## src/rtl/logic_sweep_controller_pkg.sv

```systemverilog
// Shared encodings for the truth-table sweep controller.
// Holds the state encoding and the default golden table for z = (a&b) | ((c^d)&~e).
package logic_sweep_controller_pkg;

    localparam logic [1:0] ST_IDLE_ENC   = 2'd0;
    localparam logic [1:0] ST_SETTLE_ENC = 2'd1;
    localparam logic [1:0] ST_SAMPLE_ENC = 2'd2;
    localparam logic [1:0] ST_DONE_ENC   = 2'd3;

    typedef enum logic [1:0] {
        IDLE   = ST_IDLE_ENC,
        SETTLE = ST_SETTLE_ENC,
        SAMPLE = ST_SAMPLE_ENC,
        DONE   = ST_DONE_ENC
    } sweep_state_t;

    // Bit i is z for {a,b,c,d,e} = i, a being the MSB.
    localparam logic [31:0] TT_GOLDEN_AB_CXD_NE = 32'hFF141414;

endpackage

```

## src/rtl/logic_sweep_controller.sv

```systemverilog
// Sweeps a 5-input combinational block through all 32 codes and captures its truth table.
// Latency: 32*(SETTLE_CYCLES+1) cycles from accepting start to the done pulse.
// Backpressure: none; start is ignored while busy, abort cancels a running sweep.
module logic_sweep_controller
    import logic_sweep_controller_pkg::*;
#(
    parameter int unsigned SETTLE_CYCLES = 1,
    parameter logic [31:0] GOLDEN        = TT_GOLDEN_AB_CXD_NE
) (
    input  logic        clk,
    input  logic        rstn,
    input  logic        start,
    input  logic        abort,
    input  logic        z,
    output logic [4:0]  stim,
    output logic        busy,
    output logic        done,
    output logic [31:0] result,
    output logic        pass,
    output logic        fail_valid,
    output logic [4:0]  first_fail
);

    localparam logic [7:0] CNT_LAST = 8'(SETTLE_CYCLES - 1);

    sweep_state_t state, state_nxt;
    logic [4:0]   idx;
    logic [7:0]   cnt;
    logic [31:0]  result_cap;
    logic         mismatch;

    always_comb begin
        state_nxt       = state;
        result_cap      = result;
        result_cap[idx] = z;
        mismatch        = (z != GOLDEN[idx]);
        case (state)
            IDLE:    if (start) state_nxt = SETTLE;
            SETTLE:  begin
                if (abort)                 state_nxt = IDLE;
                else if (cnt == CNT_LAST)  state_nxt = SAMPLE;
            end
            SAMPLE:  begin
                if (abort)                 state_nxt = IDLE;
                else if (idx == 5'd31)     state_nxt = DONE;
                else                       state_nxt = SETTLE;
            end
            DONE:    state_nxt = start ? SETTLE : IDLE;
            default: state_nxt = IDLE;
        endcase
    end

    always_ff @(posedge clk or negedge rstn) begin
        if (!rstn) begin
            state      <= IDLE;
            idx        <= 5'd0;
            cnt        <= 8'd0;
            stim       <= 5'd0;
            busy       <= 1'b0;
            done       <= 1'b0;
            result     <= 32'd0;
            pass       <= 1'b0;
            fail_valid <= 1'b0;
            first_fail <= 5'd0;
        end else begin
            state <= state_nxt;
            done  <= 1'b0;
            case (state)
                IDLE, DONE: begin
                    if (start) begin
                        idx        <= 5'd0;
                        cnt        <= 8'd0;
                        stim       <= 5'd0;
                        busy       <= 1'b1;
                        result     <= 32'd0;
                        pass       <= 1'b0;
                        fail_valid <= 1'b0;
                        first_fail <= 5'd0;
                    end
                end
                SETTLE: begin
                    if (abort) begin
                        busy <= 1'b0;
                        pass <= 1'b0;
                    end else begin
                        cnt <= cnt + 8'd1;
                    end
                end
                SAMPLE: begin
                    // Abort takes priority: the code being sampled is never captured.
                    if (abort) begin
                        busy <= 1'b0;
                        pass <= 1'b0;
                    end else begin
                        result <= result_cap;
                        if (mismatch && !fail_valid) begin
                            fail_valid <= 1'b1;
                            first_fail <= idx;
                        end
                        if (idx == 5'd31) begin
                            busy <= 1'b0;
                            done <= 1'b1;
                            pass <= (result_cap == GOLDEN);
                        end else begin
                            idx  <= idx + 5'd1;
                            stim <= idx + 5'd1;
                            cnt  <= 8'd0;
                        end
                    end
                end
                default: ;
            endcase
        end
    end

endmodule
```

## config.mk

```make
export PLATFORM = sky130hd
export DESIGN_NAME = logic_sweep_controller
export DESIGN_NICKNAME = d
export VERILOG_FILES = /design/src/rtl/logic_sweep_controller_pkg.sv /design/src/rtl/logic_sweep_controller.sv
export SDC_FILE = /design/constraint.sdc
export NUM_CORES = 1
export LEC_CHECK = 0
export BUFFER_PORTS_ARGS = -buffer_cell sky130_fd_sc_hd__buf_2
export CORE_UTILIZATION = 52
export DETAILED_ROUTE_END_ITERATION = 16
export PLACE_DENSITY = 0.75
export SLEW_MARGIN = 20
export SYNTH_ARGS = -nofsm -noshare
export SYNTH_HDL_FRONTEND = slang
export SYNTH_SLANG_ARGS = --single-unit
```

## constraint.sdc

```tcl
create_clock -name clk -period 2.8 [get_ports clk]
set_clock_uncertainty 0.1 [all_clocks]
set_input_delay 0.28 -clock clk [delete_from_list [all_inputs] [get_ports clk]]
set_output_delay 0.28 -clock clk [all_outputs]
set_load 0.05 [all_outputs]
```

Word level (Yosys, flattened, before mapping)
Memories as Yosys holds them, arrays and structs flattened.
Index checks and enable logic that the tools add are counted.
W data, S select, Z words.
{"block": "classes", "n_reduce_logical": 13, "div_mod_pow": 0, "add_sub_neg": 2, "shifts": 0, "order_cmp": 2, "n_eq_ne": 15, "n_bitwise": 0, "mul": 0, "muxes": 41}
{"cell": "$mux W32", "n": 2}
{"cell": "$pmux W32 S2", "n": 1}
{"cell": "$bwmux W32", "n": 1}
{"cell": "$eq A32 B32 Y1 const B", "n": 1}
{"cell": "$mux W8", "n": 4}
{"cell": "$mux W5", "n": 5}
{"cell": "$pmux W8 S3", "n": 1}
{"cell": "$pmux W5 S2", "n": 2}
{"cell": "$mux W1", "n": 15}
{"cell": "$ne A2 B2 Y1 const B", "n": 7}
{"cell": "$reduce_and A4 Y1", "n": 3}
{"cell": "$mux W2", "n": 5}
{"cell": "$add A8 B1 Y8 const B", "n": 1}
{"cell": "$logic_not A8 Y1", "n": 1}
{"cell": "$pmux W2 S4", "n": 1}
{"cell": "$lt A5 B6 Y1 const B", "n": 1}
{"cell": "$ne A3 B3 Y1 const B", "n": 2}
{"cell": "$pmux W1 S3", "n": 2}
{"cell": "$reduce_and A3 Y1", "n": 2}
{"cell": "$add A5 B1 Y5 const B", "n": 1}
{"cell": "$demux W1 S5", "n": 1}
{"cell": "$eq A5 B5 Y1 const B", "n": 1}
{"cell": "$ge A5 B1 Y1 const B", "n": 1}
{"cell": "$eq A2 B2 Y1 const B", "n": 2}
{"cell": "other kinds (9)", "n": 10}
{"block": "word_totals", "word_cells": 83, "latch_bits": 0, "romBits": 32, "inputBits": 5, "ramBits": 0, "reg_bits": 56, "n_memories": 1}
{"memory": "(no name shown)", "depth": 32, "word_bits": 1, "rd": 1, "rd_ports_with_merged_regs": 0, "wr": 0, "line_no": "logic_sweep_controller.sv:36", "source": "mismatch = (z != GOLDEN[idx]);"}

Longest topological paths before layout
Gate-level depths: netlist of run 1.
{"block": "depth", "depth_word": 9, "depth_mapped": 11, "mapped_depth_nobuf": 9}

Worst setup path before layout of run 1
OpenSTA, ideal clock, no wires.
{"block": "synth_path", "kind": "reg-to-reg", "start": "reg idx[2]", "end": "reg pass", "setup_slack_ps": -244, "stages_incl_launch_ff": 12, "t_arrival_ps": 2849, "synth_period_minus_slack_ps": 3044, "required_time_ps": 2605, "cell_sequence": "dfrtp_1 > buf_2 > buf_1 > buf_1 > and3_1 > ha_1 > nand2_1 > nor4_1 > o211ai_1 > nor4_1 > nand4_1 > o31ai_1"}
{"block": "synth_via", "elab_chain_cells": 9, "elab_cells_between_ends": 13, "cone_classes": "2 x order compare; 3 x eq/ne; 6 x mux; 2 x reduce/logical"}
{"element": "from (decl)", "line_no": "logic_sweep_controller.sv:27", "source": "logic [4:0] idx;"}
{"element": "from (signal assigned)", "line_no": "logic_sweep_controller.sv:105", "source": "idx <= idx + 5'd1;"}
{"element": "$lt A5 B6 Y1 (not written as such) or $ge A5 B1 Y1 (tied branches)", "line_no": "logic_sweep_controller.sv:35", "source": "result_cap[idx] = z;"}
{"element": "$logic_and A1 B1 Y1 (not written as such)", "line_no": "logic_sweep_controller.sv:35"}
{"element": "$mux W1 (not written as such)", "line_no": "logic_sweep_controller.sv:35"}
{"element": "$demux W1 S5", "line_no": "logic_sweep_controller.sv:35"}
{"element": "$bwmux W32", "line_no": "logic_sweep_controller.sv:35"}
{"element": "$eq A32 B32 Y1", "line_no": "logic_sweep_controller.sv:103", "source": "pass <= (result_cap == GOLDEN);"}
{"element": "$mux W1", "line_no": "logic_sweep_controller.sv:100", "source": "if (idx == 5'd31) begin"}
{"element": "$mux W1", "line_no": "logic_sweep_controller.sv:91", "source": "if (abort) begin"}
{"element": "$pmux W1 S3", "line_no": "logic_sweep_controller.sv:68", "source": "case (state)"}
{"element": "to (signal assigned)", "line_no": "logic_sweep_controller.sv:103"}
{"element": "to (decl)", "line_no": "logic_sweep_controller.sv:19", "source": "output logic pass,"}
Several ways; a longest one is shown, not always the timed one. The select of a mux whose other input is x is not followed.
A chain may end at the register's enable or synchronous reset.

Worst setup path after layout of run 1
{"block": "layout_path", "start": "reg idx[0]", "end": "reg pass"}
The elaborated chain is that of the path after synthesis.

==> impl_results.md, run 1 <==
- Period minus WS final: 2.514 ns
- Slew headroom: 0.4695
- Cell Area, Placed: 3771 um^2
- Post-synth EDFFs: 0
- Mux share of post-synthesis cell area: 0.002896
- Root Driver: clkbuf_8
- Primary FF master, synth: dfrtp_1
- Violated checks: negative hold slack
- Vias in the first global route: 3019
- R2R cell count: 9
- Final Slew Violations: 0
- Critical path class: flop to flop
- FMAX: 397.7 MHz
- WHS: -0.01596 ns
- Unrepaired setup endpoints after global routing: false
- Final Hold Vio Count: 9
- Largest family of logic cells by synthesized area: compound AO/OA/AOI/OAI gates
- Yosys warnings: 0
- Tcrit/Tclk final: 0.8979
- Via/cell ratio: 6.439
- Power density over the cells: 657.0 nW/um^2
- CP peak stage delay: 0.48 ns
- CP Data Arrival Time: 2.64 ns
- First-pass GRT wire length: 15290 um
- Worst Hold Class: input port to asynchronous set/reset pin
- Simple-gate share of the synthesized area: 0.1749
- Die area: 6976 um^2
- Final setup vio count: 0
- WP data required: 2.92 ns
- Worst-Skew Late Latency: 0.31 ns
- Worst vdd ir: 0.5075 mV
- Outcome: finished, violations left
- Largest net degree at the start of global routing: 57
- Yosys reg bits: 56
- Drt total wl: 9212 um
- XOR/XNOR Fraction of Synth Area: 0.01267
- Overflow after GRT: 0
- Final Instance Area: 3861 um^2
- Met3 GRT Util: 0.04055
- Num ports: 51
- Library cells used by synthesis: 51
- Width of the die: 83.52 um
- Routed Antenna Nets: 0
- CP max-delay cell: dfrtp_1
- Post-synthesis instance total: 408
- Synthesis-to-finish area growth: 11.73%
- Clock buffer depth: 2
- Final TNS setup: 0 ns
- Syn avg cell area: 8.470 um^2
- HPWL after detailed placement: 6591 um
- Crit-path max FO: 8
- MaxCap Viol Count: 0
- Antenna violations before repair: 0
- Drt first pass iters: 5
- Final non-filler cell total: 528
- Drc violations: 0
- LEAKAGE: 1.833 nW
- Gr usage total: 0.2701
- Crit path launch type: flop
- Slew @ Worst Pin: 0.7941 ns
- Post-synth net total: 425
- Worst setup EP type: flop
- CTS tree: yes
- Gpl congestion: 0.9386
- Setup Buffers After CTS: 0
- Post-synth ARST share: 1.000
- Most used routing layer in global routing: met2
- Global Route met1 Usage: 0.4058
- Die Y: 83.52 um
- Final core area utilization: 0.6046
- M2 GR Usage: 0.4061
- Clk slew on worst S/H paths: 0.10 ns
- Starting Density: 0.5411
- # nets final: 467
- # rows: 29
- Core region area: 6386 um^2
- Total number of vias: 3400
- Synth Area in Compound Gates: 0.3088
- Buffers on Ports: 50
- # resized after CTS: 0
- Starting DRT DRC Count: 395
- Num CTS Buffers: 5
- Placed Instances: 520
- Syn Std Cell Area: 3456 um^2
- Cells along the critical path: ha_1, and3_1, ha_1, nand2_1, nor4_1, o211ai_1, nor4_1, nand4_1, o31ai_1
- CTS hold repair buffers: 0
- Register area share after synthesis: 0.4055
- # clock sinks: 56
- Max H-tree Level: 2
- Drt wl/cell: 17.45 um
- Diode count: 0
- Adder-cell share of the synthesized area: 0.04345
- Layout cells sized above 1: 0.1685
-- cell type report --
class                           count  area, um^2
Timing Repair Buffer               63       347.8
Tap cell                           77       96.34
Clock buffer                        8       90.09
Sequential cell                    56        1403
Inverter                           12       45.04
Multi-Input combinational cell    312        1879
Fill cell                         578        2525
-- state kept, by name, summed over array words and instances (netlist names) --
register	cells
cnt	8
busy	1
result	32
idx	5
pass	1
first_fail	5
fail_valid	1
state	2
done	1
-- routing by layer --
metal | wire (um) | part of all wire
met1 | 4253 | 0.46
met2 | 4046 | 0.44
met3 | 789 | 0.086
met4 | 122 | 0.013
met5 | 0 | 0
-- critical path, delay by kind of cell (launching register included) --
family / cells / cell delay, ns
flip-flops: 1 / 0.48
AND/OR/NAND/NOR: 5 / 1.05
adder cells (fa/ha/maj): 2 / 0.42
AO/OA/AOI/OAI: 2 / 0.38
-- stage by stage --
stage	power [mW]	setup slack, ns	hold slack (ns)
5_1_grt	2.695	0.02379	0.06929
6_report	2.537	0.2858	-0.01596
2_1_floorplan	1.792	0.01573	-0.1156
4_1_cts	2.534	0.3356	0.03182
3_3_place_gp	2.048	0.4590	0.3614
3_5_place_dp	2.079	0.3550	0.3663
-- worst paths after layout --
check | slack [ns] | end | from
setup / recovery | 0.29 | pass | idx[0]
hold / removal | -0.02 | done | rstn
setup reg to reg | 0.29 | pass | idx[0]
hold reg to reg | 0.40 | first_fail[4] | first_fail[4]
max in group asynchronous | 2.09 | idx[2] | rstn
min in group clk | 0.30 | result[2] | z
-- cells in the mapped netlist (all sizes together) (2+ instances only) --
| master | instances | area, um^2 |
|---|---|---|
| and2 | 3 | 18.77 |
| a32oi | 3 | 26.28 |
| o22ai | 3 | 18.77 |
| o21ai | 72 | 360.3 |
| nand2 | 36 | 140.1 |
| or3 | 2 | 12.51 |
| nand3 | 7 | 35.03 |
| xor2 | 4 | 35.03 |
| a21oi | 35 | 175.2 |
| and3 | 2 | 12.51 |
| a32o | 2 | 20.02 |
| a31oi | 11 | 68.82 |
| a22o | 18 | 157.7 |
| buf | 21 | 107.6 |
| o2bb2ai | 2 | 17.52 |
| a21o | 4 | 30.03 |
| and2b | 2 | 15.01 |
| inv | 12 | 45.04 |
| ha | 12 | 150.1 |
| dfrtp | 56 | 1401 |
| nor4 | 2 | 12.51 |
| o211ai | 6 | 45.04 |
| o22a | 3 | 26.28 |
| nand2b | 11 | 76.32 |
| nand4 | 8 | 50.05 |
| nor2b | 7 | 43.79 |
| nor2 | 31 | 118.9 |
| clkbuf | 7 | 26.28 |
| o31ai | 9 | 67.56 |
| nor3 | 3 | 15.01 |
-- power breakdown --
group / internal (mW) / total [mW] / switching [mW]
Combinational: 0.332 / 1.15 / 0.818
Clock: 0.203 / 0.462 / 0.259
Sequential: 0.864 / 0.925 / 0.0606
Total: 1.40 / 2.54 / 1.14
-- kinds of logic (layout without fill, tap and decap cells) --
family,count (synthesis),count (layout)
adder cells (fa/ha/maj),12,12
multiplexers,1,1
XOR/XNOR,5,5
flip-flops,56,56
AO/OA/AOI/OAI,174,174
AND/OR/NAND/NOR,120,120
buffers and inverters,40,83
-- cells in the final DEF (no fill, tap or decap), types with 4 or more instances in the layout --
| cell | instances |
|---|---|
| o31ai_1 | 9 |
| nand4_1 | 8 |
| ha_1 | 12 |
| a22o_1 | 18 |
| inv_1 | 11 |
| nor2b_1 | 7 |
| nand2b_1 | 10 |
| xor2_1 | 4 |
| a21oi_1 | 35 |
| a21o_1 | 4 |
| o211ai_1 | 6 |
| clkbuf_8 | 6 |
| buf_2 | 50 |
| a31oi_1 | 11 |
| nand3_1 | 7 |
| nand2_1 | 34 |
| o21ai_1 | 10 |
| o21ai_0 | 61 |
| buf_4 | 13 |
| dfrtp_1 | 55 |
| nor2_1 | 30 |
(Power assumes the default switching activity.)
==> run 2: changes to the inputs <==
==> constraint.sdc (replaced) <==
create_clock -name clk -period 2.8 [get_ports clk]
set_clock_uncertainty 0.1 [all_clocks]
set_input_delay 0.42 -clock clk [delete_from_list [all_inputs] [get_ports clk]]
set_output_delay 0.42 -clock clk [all_outputs]
set_load 0.05 [all_outputs]
==> run 2 against run 1 <==
Effect of this change: the flow now finishes without violations; critical path depth down 1; critical path type unchanged; clock power about the same; power up 0.26%; register-to-register slack better by 0.03 ns; largest cell class unchanged; sequential power about the same; sequential cell count unchanged; hold slack better by 0.35 ns; worst setup slack better by 0.025 ns; utilization up 0.27 points; cell count up 0.38%.
==> impl_results.md, run 2 (same netlist as run 1, synthesis figures left out) <==
- CP peak stage delay: 0.61 ns
- CP Data Arrival Time: 2.60 ns
- Commonest cells after routing, fill and taps aside: o21ai_0, dfrtp_1, buf_2
- Total number of vias: 3403
- FMAX: 401.8 MHz
- Reg-to-reg endpoint: pass
- Drc violations: 0
- Worst-Skew Late Latency: 0.31 ns
- Worst Setup SP: idx[1]
- Layout cells sized above 1: 0.1700
- Synthesis-to-finish area growth: 12.24%
- R2R cell count: 8
- Drt first pass iters: 5
- Top Registers: result x32, cnt x8
- Clk slew on worst S/H paths: 0.10 ns
- Num ports: 51
- Final TNS setup: 0 ns
- Die area: 6976 um^2
- Via/cell ratio: 6.421
- Worst r2r src: idx[1]
- # nets final: 469
- Power density over the cells: 655.7 nW/um^2
- Drt total wl: 9199 um
- Largest net degree at the start of global routing: 30
- Total power: 2.543 mW
- HPWL after detailed placement: 6697 um
- Antenna violations before repair: 0
- Slew @ Worst Pin: 0.8106 ns
- Drt wl/cell: 17.36 um
- R2R Setup Slk: 0.31 ns
- Gr usage total: 0.2773
- Max H-tree Level: 2
- Slew headroom: 0.4585
- Unrepaired setup endpoints after global routing: false
- Gpl congestion: 0.9498
- Num CTS Buffers: 5
- Setup Buffers After CTS: 0
- Most common cell after layout, fill and taps aside: o21ai_0
- WP data required: 2.92 ns
- Routed Antenna Nets: 0
- Clock buffer depth: 2
- Diode count: 0
- Buffers on Ports: 50
- Outcome: completed
- Crit-path max FO: 17
- Die Y: 83.52 um
- Reg with most FFs: result
- Critical path buffers and inverters: 1
- FILL cells: 563
- # rows: 29
- Worst vdd ir: 0.5394 mV
- MaxCap Viol Count: 0
- Final core area utilization: 0.6074
- Final setup vio count: 0
- Final Slew Violations: 0
- Crit path max-delay family: simple AND/OR/NAND/NOR gates
- Starting Density: 0.5411
- Root Driver: clkbuf_8
- Width of the die: 83.52 um
- Cells along the critical path: inv_1, ha_1, nand2_1, a21oi_1, a31oi_1, nor4_1, nand4_1, o31ai_1
- Overflow after GRT: 0
- CTS tree: yes
- Starting DRT DRC Count: 412
- Worst Hold Class: input port to asynchronous set/reset pin
- Vias in the first global route: 3154
- Period minus WS final: 2.489 ns
- Tcrit/Tclk final: 0.8889
- Worst setup EP type: flop
- Max reg flops: 32
- LEAKAGE: 1.842 nW
- Core region area: 6386 um^2
- First-pass GRT wire length: 15640 um
- Crit path launch type: flop
- Critical path class: flop to flop
- Final Hold Vio Count: 0
- CP max-delay cell: ha_1
- # clock sinks: 56
==> run 2: layout make-up <==
class	count	area (um^2)	area share
well taps	77	96.34	0.02484
clock buffers	8	90.09	0.02323
repair buffers	65	365.4	0.09419
flip-flops and latches	56	1403	0.3616
multi-input cells	312	1879	0.4845
inverters	12	45.04	0.01161
==> run 2: repair_timing <==
item                                    CTS  global route
resized for setup                         0             0
hold endpoints to repair                  2             0
endpoints found under the setup margin    0             0
hold buffers                              1             0
==> run 2: metrics by stage <==
step	area, um^2	setup slack (ns)	hold slack, ns	cells
finish	3879	0.3112	0.3336	530
floorplan	3458	0.01573	0.02441	408
global route	3879	0.01243	0.3290	530
global placement	3779	0.4451	0.1245	521
CTS	3879	0.3430	0.3383	530
detailed placement	3779	0.3549	0.1227	521
==> run 2: worst max-delay path by stage <==
stage               endpoint  slack (ns)  depth (start not counted)
floorplan               pass        0.02                         11
global placement      cnt[7]        0.45                          9
detailed placement      pass        0.35                          8
CTS                   cnt[7]        0.34                          9
global route            pass        0.01                          8
finish                  pass        0.31                          8
==> run 2: where the power goes <==
group	internal, mW	switching (mW)	leakage [nW]
sequential	0.864	0.0602	0.774
combinational	0.334	0.824	1.02
clock	0.203	0.258	0.0455
total	1.40	1.14	1.84
==> run 2: routing by layer <==
| layer | vias up | GRT usage | wire length [um] | part of all wire |
|---|---|---|---|---|
| li1 | 1588 | - | - | - |
| met1 | 1632 | 0.4124 | 4255 | 0.46 |
| met2 | 175 | 0.4151 | 4174 | 0.45 |
| met3 | 8 | 0.04055 | 668 | 0.073 |
| met4 | 0 | 0.09553 | 101 | 0.011 |
| met5 | - | 0 | 0 | 0 |
==> run 3: changes to the inputs <==
- GPL_TIMING_DRIVEN: not set -> 0
==> run 3 against run 2 <==
Effect of this change: maximum frequency down 6.4%; sequential cell count unchanged; non-clock buffer count up 12; hold slack worse by 0.29 ns; largest power group unchanged.
==> impl_results.md, run 3 (same netlist as run 1, synthesis figures left out) <==
- # clock sinks: 56
- Total power: 2.644 mW
- Cell Area, Placed: 3797 um^2
- Worst vdd ir: 0.6281 mV
- Final setup vio count: 0
- Power density over the cells: 666.3 nW/um^2
- Crit-path max FO: 10
- CP Data Arrival Time: 2.76 ns
- Multi-input gate area: 1934 um^2
- HPWL after detailed placement: 7306 um
- Starting Density: 0.5411
- Core region area: 6386 um^2
- Die Y: 83.52 um
- Antenna violations before repair: 0
- CTS tree: yes
- FILL cells: 587
- Num CTS Buffers: 5
- Max reg flops: 32
- Critical path class: flop to flop
- Root Driver: clkbuf_8
- Worst Hold Class: input port to asynchronous set/reset pin
- Most common cell after layout, fill and taps aside: buf_2
- Commonest cells after routing, fill and taps aside: buf_2, o21ai_0, dfrtp_1
- FF/Latch Area: 1404 um^2
- Width of the die: 83.52 um
- Drt first pass iters: 6
- Buffers on Ports: 48
- FMAX: 376.3 MHz
- Layout cells sized above 1: 0.2000
- Cells along the critical path: buf_4, buf_4, and3_1, ha_2, nand2_2, nor4_4, o211ai_1, nor4_2, nand4_1, o31ai_2
- Crit path launch type: flop
- Starting DRT DRC Count: 485
- CP peak stage delay: 0.44 ns
- Drt wl/cell: 19.02 um
- Outcome: completed
- Final TNS setup: 0 ns
- Placed Instances: 533
- Max H-tree Level: 2
- Vias in the first global route: 3267
- Clock buffer depth: 2
- Slew @ Worst Pin: 0.6992 ns
- Gpl congestion: 0.9300
- Final Hold Vio Count: 0
- Overflow after GRT: 0
- Top Registers: result x32, cnt x8
- Final Slew Violations: 0
- Routed Antenna Nets: 0
- Diode count: 0
- CTS hold repair buffers: 0
- Worst setup EP type: flop
- Gr usage total: 0.3088
- Most frequent CP cell: buf_4
- CP max-delay cell: dfrtp_2
- Synthesis-to-finish area growth: 14.81%
- Unrepaired setup endpoints after global routing: false
- # nets final: 481
- MaxCap Viol Count: 0
- R2R Setup Slk: 0.14 ns
- Worst r2r src: idx[2]
- Reg-to-reg endpoint: pass
- Via/cell ratio: 6.404
- First-pass GRT wire length: 17040 um
- Period minus WS final: 2.658 ns
- Total number of vias: 3471
- WP data required: 2.91 ns
- Slew headroom: 0.5339
- Final Instance Area: 3968 um^2
- Largest net degree at the start of global routing: 57
- Drc violations: 0
- Worst-Skew Late Latency: 0.31 ns
- Final non-filler cell total: 542
- Die area: 6976 um^2
- LEAKAGE: 1.884 nW
- Reg with most FFs: result
- R2R cell count: 10
- Tcrit/Tclk final: 0.9491
- Drt total wl: 10310 um
- # rows: 29
- Num ports: 51
- Clk slew on worst S/H paths: 0.10 ns
## run 3: changes by cell type in the layout (fill, tap and decap cells not counted), sizes merged
| cell | before | now |
|---|---|---|
| buf | 64 | 71 |
| clkbuf | 8 | 14 |
| dlygate4sd3 | 1 | 0 |
## run 3: stage by stage
stage	hold WS [ns]	utilization	setup slack (ns)
CTS	0.09194	0.6129	0.01127
global placement	0.3621	0.5942	-0.7221
floorplan	0.02441	-	0.01573
finish	0.04273	0.6213	0.1424
detailed placement	0.3659	0.5946	-0.7759
global route	0.1232	0.6213	0.004072
## run 3: how the worst max path moves through the flow
stage	startpoint	end	slack (ns)	depth (start not counted)
after global routing	idx[2]	pass	0.004	10
after floorplan	idx[2]	pass	0.02	11
after CTS	idx[2]	pass	0.01	10
after global placement	idx[2]	pass	-0.72	11
final	idx[2]	pass	0.14	10
after detailed placement	idx[2]	pass	-0.78	11
## run 3: final cells by class
type,instances,area share
repair buffers,51,0.06686
multi-input cells,312,0.4875
flip-flops and latches,56,0.3538
clock buffers,8,0.02271
inverters,12,0.01135
well taps,77,0.02428
plain buffers,26,0.03343
## run 3: report_power, final
group | internal [mW] | switching, mW
Sequential | 0.866 | 0.0669
Combinational | 0.347 | 0.901
Clock | 0.203 | 0.260
## run 3: metal layers
metal / part of all wire / wire length (um) / GRT usage / vias up
met5: 0 / 0 / 0 / -
met3: 0.086 / 890 / 0.06231 / 22
li1: - / - / - / 1610
met4: 0.024 / 249 / 0.1002 / 0
met2: 0.43 / 4449 / 0.4411 / 172
met1: 0.46 / 4719 / 0.4690 / 1667
## run 3: timing repair
action	4_1_cts	5_1_grt
endpoints found under the setup margin	3	27
gates resized for setup	8	8
buffers inserted	0	3
pin swaps	1	0
## run 3: critical path, delay by kind of cell (launching register included)
| family | cells | cell delay [ns] |
|---|---|---|
| AND/OR/NAND/NOR | 5 | 0.99 |
| flip-flops | 1 | 0.44 |
| buffers and inverters | 2 | 0.41 |
| AO/OA/AOI/OAI | 2 | 0.41 |
| adder cells (fa/ha/maj) | 1 | 0.22 |
